`config.mk`:
```
export PLATFORM = sky130hd
export DESIGN_NAME = spu_decode_stage
export DESIGN_NICKNAME = d
export VERILOG_FILES = /design/src/rtl/spu_decode_stage.sv
export SDC_FILE = /design/constraint.sdc
export NUM_CORES = 1
export LEC_CHECK = 0
export ABC_AREA = 1
export CAP_MARGIN = 30
export CORE_MARGIN = 10
export CORE_UTILIZATION = 48
export DETAILED_ROUTE_END_ITERATION = 7
export HOLD_SLACK_MARGIN = 0.1
export PLACE_DENSITY = 0.8
export SLEW_MARGIN = 0
export SYNTH_ARGS = -nofsm -noshare
export SYNTH_HDL_FRONTEND = slang
export SYNTH_SLANG_ARGS = --single-unit
```
`constraint.sdc`:
```
create_clock -name clk -period 3.05 [get_ports clk]
set_input_delay 0.4575 -clock clk [delete_from_list [all_inputs] [get_ports clk]]
set_output_delay 0.4575 -clock clk [all_outputs]
set_load 0.02 [all_outputs]
```
`src/rtl/spu_decode_stage.sv`:
```
// spu_decode_stage: registered SPU decode stage with RAW scoreboard and replicated immediates
// Ports: clk/reset (async active-low); in_* upstream valid/ready instruction with pc8, fmt, imm sign, writes_rt;
//        out_* downstream valid/ready decoded fields (rt/ra/rb/rc, imm, pc8, fmt, writes_rt, illegal);
//        wb_en/wb_reg retire a destination; flush drops the held entry; stall_cnt counts hazard cycles (saturating).
// Option: define SPU_DECODE_WB_BYPASS_EN to let a same-cycle writeback release the hazard immediately.
module spu_decode_stage #(
  parameter int DATA_W      = 128,
  parameter int WORD_W      = 32,
  parameter int REG_CNT     = 128,
  parameter int STALL_CNT_W = 16,
  localparam int AW         = $clog2(REG_CNT)
) (
  input  logic                   clk,
  input  logic                   reset,
  input  logic                   in_valid,
  output logic                   in_ready,
  input  logic [31:0]            in_instr,
  input  logic [31:0]            in_pc8,
  input  logic [2:0]             in_fmt,
  input  logic                   in_imm_sign,
  input  logic                   in_writes_rt,
  output logic                   out_valid,
  input  logic                   out_ready,
  output logic [31:0]            out_pc8,
  output logic [2:0]             out_fmt,
  output logic [AW-1:0]          out_rt,
  output logic [AW-1:0]          out_ra,
  output logic [AW-1:0]          out_rb,
  output logic [AW-1:0]          out_rc,
  output logic [DATA_W-1:0]      out_imm,
  output logic                   out_writes_rt,
  output logic                   out_illegal,
  input  logic                   wb_en,
  input  logic [AW-1:0]          wb_reg,
  input  logic                   flush,
  output logic [STALL_CNT_W-1:0] stall_cnt
);
  logic                   held_q, held_d, sign_q, sign_d, wrt_q, wrt_d;
  logic [31:0]            instr_q, instr_d, pc8_q, pc8_d;
  logic [2:0]             fmt_q, fmt_d;
  logic [REG_CNT-1:0]     busy_q, busy_d, eff_busy, wb_mask, set_mask;
  logic [STALL_CNT_W-1:0] stall_q, stall_d;
  logic [WORD_W-1:0]      word;
  logic                   rrr, use_a, use_b, use_c, hazard, cap, issue;
  always_comb begin
    rrr           = fmt_q == 3'd1;
    use_a         = fmt_q <= 3'd3;
    use_b         = fmt_q <= 3'd1;
    use_c         = rrr;
    out_illegal   = fmt_q[2] & fmt_q[1];
    out_writes_rt = wrt_q & ~out_illegal;
    out_pc8       = pc8_q;
    out_fmt       = fmt_q;
    out_rt        = AW'(rrr ? instr_q[27:21] : instr_q[6:0]);
    out_ra        = AW'(instr_q[13:7]);
    out_rb        = AW'(instr_q[20:14]);
    out_rc        = rrr ? AW'(instr_q[6:0]) : '0;
    word = fmt_q == 3'd2 ? {{(WORD_W-7){sign_q & instr_q[20]}}, instr_q[20:14]} :
           fmt_q == 3'd3 ? {{(WORD_W-10){sign_q & instr_q[23]}}, instr_q[23:14]} :
           fmt_q == 3'd4 ? {{(WORD_W-16){sign_q & instr_q[22]}}, instr_q[22:7]} :
           fmt_q == 3'd5 ? {{(WORD_W-18){sign_q & instr_q[24]}}, instr_q[24:7]} : '0;
    out_imm  = {(DATA_W/WORD_W){word}};
    wb_mask  = {{(REG_CNT-1){1'b0}}, wb_en} << wb_reg;
`ifdef SPU_DECODE_WB_BYPASS_EN
    eff_busy = busy_q & ~wb_mask;
`else
    eff_busy = busy_q;
`endif
    hazard    = held_q & ((use_a & eff_busy[out_ra]) | (use_b & eff_busy[out_rb]) | (use_c & eff_busy[out_rc]));
    out_valid = held_q & ~hazard & ~flush;
    in_ready  = reset & ~flush & (~held_q | (out_valid & out_ready));
    cap       = in_valid & in_ready;
    issue     = out_valid & out_ready;
    set_mask  = {{(REG_CNT-1){1'b0}}, issue & out_writes_rt} << out_rt;
    busy_d    = (busy_q & ~wb_mask) | set_mask;
    held_d    = ~flush & (cap | (held_q & ~issue));
    instr_d   = cap ? in_instr : instr_q;
    pc8_d     = cap ? in_pc8 : pc8_q;
    fmt_d     = cap ? in_fmt : fmt_q;
    sign_d    = cap ? in_imm_sign : sign_q;
    wrt_d     = cap ? in_writes_rt : wrt_q;
    stall_d   = hazard & ~&stall_q ? stall_q + STALL_CNT_W'(1) : stall_q;
    stall_cnt = stall_q;
  end
  always_ff @(posedge clk or negedge reset)
    if (!reset) begin
      held_q  <= 1'b0;
      instr_q <= '0;
      pc8_q   <= '0;
      fmt_q   <= '0;
      sign_q  <= 1'b0;
      wrt_q   <= 1'b0;
      busy_q  <= '0;
      stall_q <= '0;
    end else begin
      held_q  <= held_d;
      instr_q <= instr_d;
      pc8_q   <= pc8_d;
      fmt_q   <= fmt_d;
      sign_q  <= sign_d;
      wrt_q   <= wrt_d;
      busy_q  <= busy_d;
      stall_q <= stall_d;
    end
endmodule
```
* After elaboration in Yosys (flattened, before gate mapping)
Cells that the tools add are included.
Operators by class: reduce and logical (&&, ||, !) cells 2, $lt $le $gt $ge 5, mux-type cells 12, eq/ne operators 5, shifts and indexed selects 2, $add $sub $neg 1, bitwise logic cells 32
Operator list (number):
- $shl A1 B7 Y128 | 2
- $and A128 B128 Y128 | 1
- $mux W32 | 4
- $not A128 Y128 | 1
- $or A128 B128 Y128 | 1
- $lt A7 B8 Y1 const B | 3
- $bmux W1 S7 | 3
- $and A1 B1 Y1 | 20
- $add A16 B1 Y16 const B | 1
- $reduce_and A16 Y1 | 1
- $mux W7 | 2
- $eq A3 B2 Y1 const B | 2
- $eq A3 B3 Y1 const B | 2
- $not A1 Y1 | 5
- $or A1 B1 Y1 | 4
- $eq A3 B1 Y1 const B | 1
- $le A3 B1 Y1 const B | 1
- $le A3 B2 Y1 const B | 1
- $mux W1 | 3
- $logic_not A1 Y1 | 1
Storage, ports and cells: output and inout bits 211, register bits 210

* Logic depth before layout (Yosys ltp)
depth after elaboration 16, depth in mapped cells 25

* Least setup slack after synthesis
Ideal clock, no wire load.
kind reg2out, start point register fmt_q[0], in the netlist out_fmt[0], end point output out_imm[114], arrival time 3.027 ns, data required time 2.592 ns, buffers on the path 3, stages on the path, launching flop included 9, path slack -0.434 ns, path through dfrtp_1 clkbuf_1 clkbuf_1 nor2_1 nand3_1 inv_1 a31oi_1 nand2_1 buf_4
On the way: longest elaborated chain between the ends 5, elaborated cells between the ends (all ways) 8
RTL lines:
- start, declared | line 40 | logic [2:0] fmt_q, fmt_d;
- start signal, assigned | line 99 | fmt_q <= fmt_d;
- $eq A3 B3 Y1 | line 61 | fmt_q == 3'd5 ? {{(WORD_W-18){sign_q & instr_q[24]}}, instr_q[24:7]} : '0;
- $mux W32 | line 61
- $mux W32 | line 60 | fmt_q == 3'd4 ? {{(WORD_W-16){sign_q & instr_q[22]}}, instr_q[22:7]} :
- $mux W32 | line 59 | fmt_q == 3'd3 ? {{(WORD_W-10){sign_q & instr_q[23]}}, instr_q[23:14]} :
- $mux W32 (*) | line 58 | word = fmt_q == 3'd2 ? {{(WORD_W-7){sign_q & instr_q[20]}}, instr_q[20:14]} :
- end, declared | line 30 | output logic [DATA_W-1:0] out_imm,
Mark *: on every way between the ends. The rest lies on a longest branch, timed or not.

* Worst setup path in the final report
start point register fmt_q[2], in the netlist out_fmt[2], end point output in_ready
On the way: longest elaborated chain between the ends 13, elaborated cells between the ends (all ways) 18
RTL lines:
- $eq A3 B1 Y1 | line 46 | rrr = fmt_q == 3'd1;
- $mux W7 | line 57 | out_rc = rrr ? AW'(instr_q[6:0]) : '0;
- $bmux W1 S7 | line 69 | hazard = held_q & ((use_a & eff_busy[out_ra]) | (use_b & eff_busy[out_rb]) | (use_c & eff_busy[out_rc]));
- $mux W1 (implied by the code) | line 69
- $and A1 B1 Y1 | line 69
- $or A1 B1 Y1 (*) | line 69
- $and A1 B1 Y1 (*) | line 69
- $not A1 Y1 (*) | line 70 | out_valid = held_q & ~hazard & ~flush;
- $and A1 B1 Y1 (*) (2 in a row) | line 70
- $and A1 B1 Y1 (*) | line 71 | in_ready = reset & ~flush & (~held_q | (out_valid & out_ready));
- $or A1 B1 Y1 (*) | line 71
- $and A1 B1 Y1 (*) | line 71
- end, declared | line 16 | output logic in_ready,
Mark *: on every way between the ends. The rest lies on a longest branch, timed or not. The select of a mux whose other input is x is not followed.

==> key figures <==
Floorplanning
  • # rows: 63
  • Die Y: between 150 and 200 um
  • Die area: ~38000 um2
  • Die Span X: 194 um
  • Num ports: 293
  • Core area: between 20000 and 30000 um2
  • Initial Utilization: about 49%

Finish
  • Area delta synth->final: 38.7%
  • Final Instance Area: 20200 um2
  • Fin util: ~68%
  • Nets@finish: 2536
  • ANT cells: 0
  • Ratio of cells with drive above 1 in the final layout: 18.4%

Detailed routing
  • Final WL: approximately 70000 um
  • Vias per cell: between 6 and 7
  • First DRT Iteration DRCs: a little under 3k
  • DRC viols: 3
  • First-pass iteration count of the detailed router: 8
  • Routed wire length per instance: roughly 24 um
  • Via count: about 18k
  • Antenna-violating nets left: 0

Critical path
  • Crit path arrival time: a little over 3 ns
  • Most frequent CP cell: nand2_2
  • Startpoint Class: flop
  • Worst endpoint required time: ~2.6 ns
  • Worst path bufs/invs: 4
  • Family with the most delay on the worst path: simple AND/OR/NAND/NOR gates
  • R2r setup slk: -0.40 ns
  • Stages on the worst setup path: 20
  • Reg2reg start: out_fmt[2]
  • Critical Path Start: out_fmt[2]
  • Critical Path End: in_ready
  • CP peak stage delay: 0.41 ns
  • Critical path class: reg2out
  • R2R depth: 23
  • CP Capture Type: primary output
  • CP max stage cell: dfrtp_1
  • Crit-path max FO: 7
  • Sequence of cells on the critical path: nor2_4 -> buf_12 -> nand3_4 -> clkinv_8 -> clkbuf_16 -> nand3_1 -> nand3_1 -> nand3_1 -> nand3_2 -> nand3_2 -> nand3_2 -> nand2_2 -> nor2_4 -> nand2_2 -> nor2_4 -> nand2_2 -> nand2_2 -> nand2_2 -> nor2_4 -> buf_6
  • Reg-to-Reg End: busy_q[69]

Job
  • MaxCap Viol Count: 0

Yosys
  • Synth Cell Area: ~15000 um2
  • Synthesized net count: ~2.3k
  • Share of the synthesized area in the top cell type: a little over a third
  • Sequential element share of the synthesized area: 36.2%
  • Syn_area_per_cell: approximately 6.6 um2
  • Synth cell types: 29
  • Largest area contributor in the netlist: dfrtp_1
  • Yosys warns: 0
  • Largest cells by area after synthesis: dfrtp_1 (36%), nand3_1 (21%), nand2_1 (18%)
  • Synthesized instance count: about 2.2k
  • FF+latch count, synth: 210

Timing
  • Final hold vios: 0
  • Crit path setup slack, layout: -0.483 ns
  • Crit share post-route: 116%
  • Max Slew Vio Count: 0
  • Final-report setup violation count: slightly above 300
  • RSZ-0062 raised after global routing: yes
  • Final Critical Period: 3.53 ns
  • Worst Tran Pin Value: 0.889 ns
  • Fmax: around 280 MHz
  • Slew HR: between 40% and 50%
  • Setup TNS: -61.26 ns
  • Hold WS: about 0.17 ns
  • Fin Clk Skew: between 0.02 and 0.03 ns

Worst hold path
  • Hold Crit Class: in2async

Power and ir drop
  • Leak: 9.58 nW
  • Max IR drop VDD: 0.895 mV
  • Cell Pwr Density: roughly 600 nW/um2

Place
  • Port Buffers: between 200 and 300
  • Post-DP Area: between 15000 and 20000 um2
  • Detailed placement HPWL: around 48000 um
  • GP Congestion: between 1 and 1.5

GRT
  • Total GRT Usage: a little over a third
  • Largest net degree at the start of global routing: 158
  • Global-route wire length before repair: 104000 um
  • Number of global-route vias before repair: approximately 17k
  • Initial antenna violation count: 0
  • GR Overflow Total: 0

Clock network
  • Clock root cell: clkbuf_16
  • Clock sink count: between 200 and 250
  • Worst-skew pair later-pin latency: between 0.5 and 0.6 ns
  • CTS buffer count: 26
  • H-Tree Depth: 1
  • CTS tree: built
  • CTS max path bufs: 3
  • CTS clk-pin slew, worst paths: 0.06 ns

Outcome
  • Outcome: complete, but fails checks
  • Violated checks: design-rule violations, negative setup slack
[stage by stage]
stage	std cells	setup WS, ns	total power [W]
2_1_floorplan	2192	0.0111	0.00602
3_3_place_gp	2781	-0.624	0.00825
3_5_place_dp	2782	-0.595	0.00830
4_1_cts	2840	-0.409	0.0117
5_1_grt	2862	-0.614	0.0125
6_report	2862	-0.483	0.0122
[flip-flops by register name, indices dropped and copies added, names as in the netlist]
signal and flops:
held_q 1, sign_q 1, stall_cnt 16, wrt_q 1, out_pc8 32, out_fmt 3
instr_q 28, busy_q 128
[cells in the mapped netlist]
master    count
nor3_1        4
nor4_1        1
o22ai_1       7
inv_1        51
xor2_1       10
a21oi_1       1
ha_1          1
o221ai_1      2
o21ai_0     139
nor2_1       77
nor3b_1       1
nor2_4        2
nand4_1      65
nand3_1     617
clkbuf_1    101
nor3_2        1
nand3_2       1
buf_1        32
xnor2_1       5
inv_2         4
buf_4       132
buf_2        12
buf_6         7
dfrtp_1     210
nand2_1     690
o21ai_1       5
a31oi_1       1
nor2_2        3
clkinv_1     10
[kinds of logic after synthesis]
family          after synthesis  synth area share, %
compound gates              155                 5.46
xor+xnor                     15                0.904
fa+ha+maj                     1               0.0861
buf+inv                     349                 12.9
flops                       210                 36.2
simple gates               1462                 44.5
[per-layer routing]
metal | global-route usage [%] | vias to the layer above | routed length [um]
met2 | 53.3 | 1452 | 30800
li1 | - | 7767 | -
met3 | 10.8 | 323 | 9590
met1 | 43.8 | 8279 | 25400
met5 | 0 | - | 0
met4 | 15.7 | 0 | 4080
[how the worst min path moves through the flow]
stage | slack [ns] | from | end
after detailed placement | 0.46 | out_pc8[18] | out_pc8[18]
after CTS | 0.18 | reset | busy_q[80]
after floorplan | 0.16 | reset | busy_q[0]
after global placement | 0.45 | out_pc8[1] | out_pc8[1]
final | 0.17 | reset | busy_q[35]
after global routing | 0.20 | reset | busy_q[80]
[repair_timing]
item	4_1_cts	5_1_grt
gates resized for setup	318	78
buffers inserted	7	14
setup endpoints to repair	335	334
cloned	4	8
pin swaps	12	19
hold buffers	0	0
[worst reg2reg max path: stages, from the launching register on]
cell	delay, ns
dfrtp_1	0.41
nor2_4	0.14
buf_12	0.15
nand3_4	0.14
clkinv_8	0.13
clkbuf_16	0.15
nand3_1	0.09
nand3_1	0.12
nand3_1	0.12
nand3_2	0.11
nand3_2	0.08
nand3_2	0.07
nand2_2	0.08
nor2_4	0.11
buf_4	0.11
buf_4	0.11
nand4_1	0.17
nor2_1	0.16
buf_4	0.20
nand4_1	0.22
nor2_2	0.22
buf_4	0.16
nand3_1	0.06
nand2_1	0.09
[layout by cell type, fill, tap and decap left out, types with 3 or more instances in the layout]
cell type | netlist | layout
buf_6 | 7 | 10
buf_16 | 0 | 4
o21ai_4 | 0 | 3
o21ai_1 | 5 | 7
nand3_2 | 1 | 62
clkbuf_1 | 101 | 4
clkinv_2 | 0 | 3
nand2_1 | 690 | 678
nand3_4 | 0 | 4
clkdlybuf4s15_2 | 0 | 58
nor2_2 | 3 | 8
clkbuf_16 | 0 | 34
clkdlybuf4s50_1 | 0 | 177
buf_8 | 0 | 4
dlygate4sd2_1 | 0 | 46
buf_12 | 0 | 28
dfrtp_2 | 0 | 3
clkbuf_8 | 0 | 9
inv_2 | 4 | 6
nand2_2 | 0 | 10
o22ai_1 | 7 | 5
nand3_1 | 617 | 552
o21ai_0 | 139 | 132
inv_1 | 51 | 44
nor3_1 | 4 | 4
nor2_4 | 2 | 8
nand4_1 | 65 | 65
xnor2_1 | 5 | 5
dfrtp_1 | 210 | 207
xor2_1 | 10 | 10
buf_4 | 132 | 176
bufinv_16 | 0 | 3
nor2_1 | 77 | 66
clkinv_1 | 10 | 10
[power breakdown]
group	leakage, nW	internal [W]	switching, W
combinational	6.30	0.00196	0.00358
clock	0.458	0.00206	0.00129
sequential	2.83	0.00302	0.000249
[area by class of cell]
class / instances / area [um2]
inverter: 65 / 270
sequential: 210 / 5260
fill: 2436 / 9640
clock buffer: 39 / 801
timing repair buffer: 516 / 5240
clock inverter: 8 / 123
tap: 390 / 488
multi-input combinational: 1634 / 7970
(Power assumes the default switching activity.)
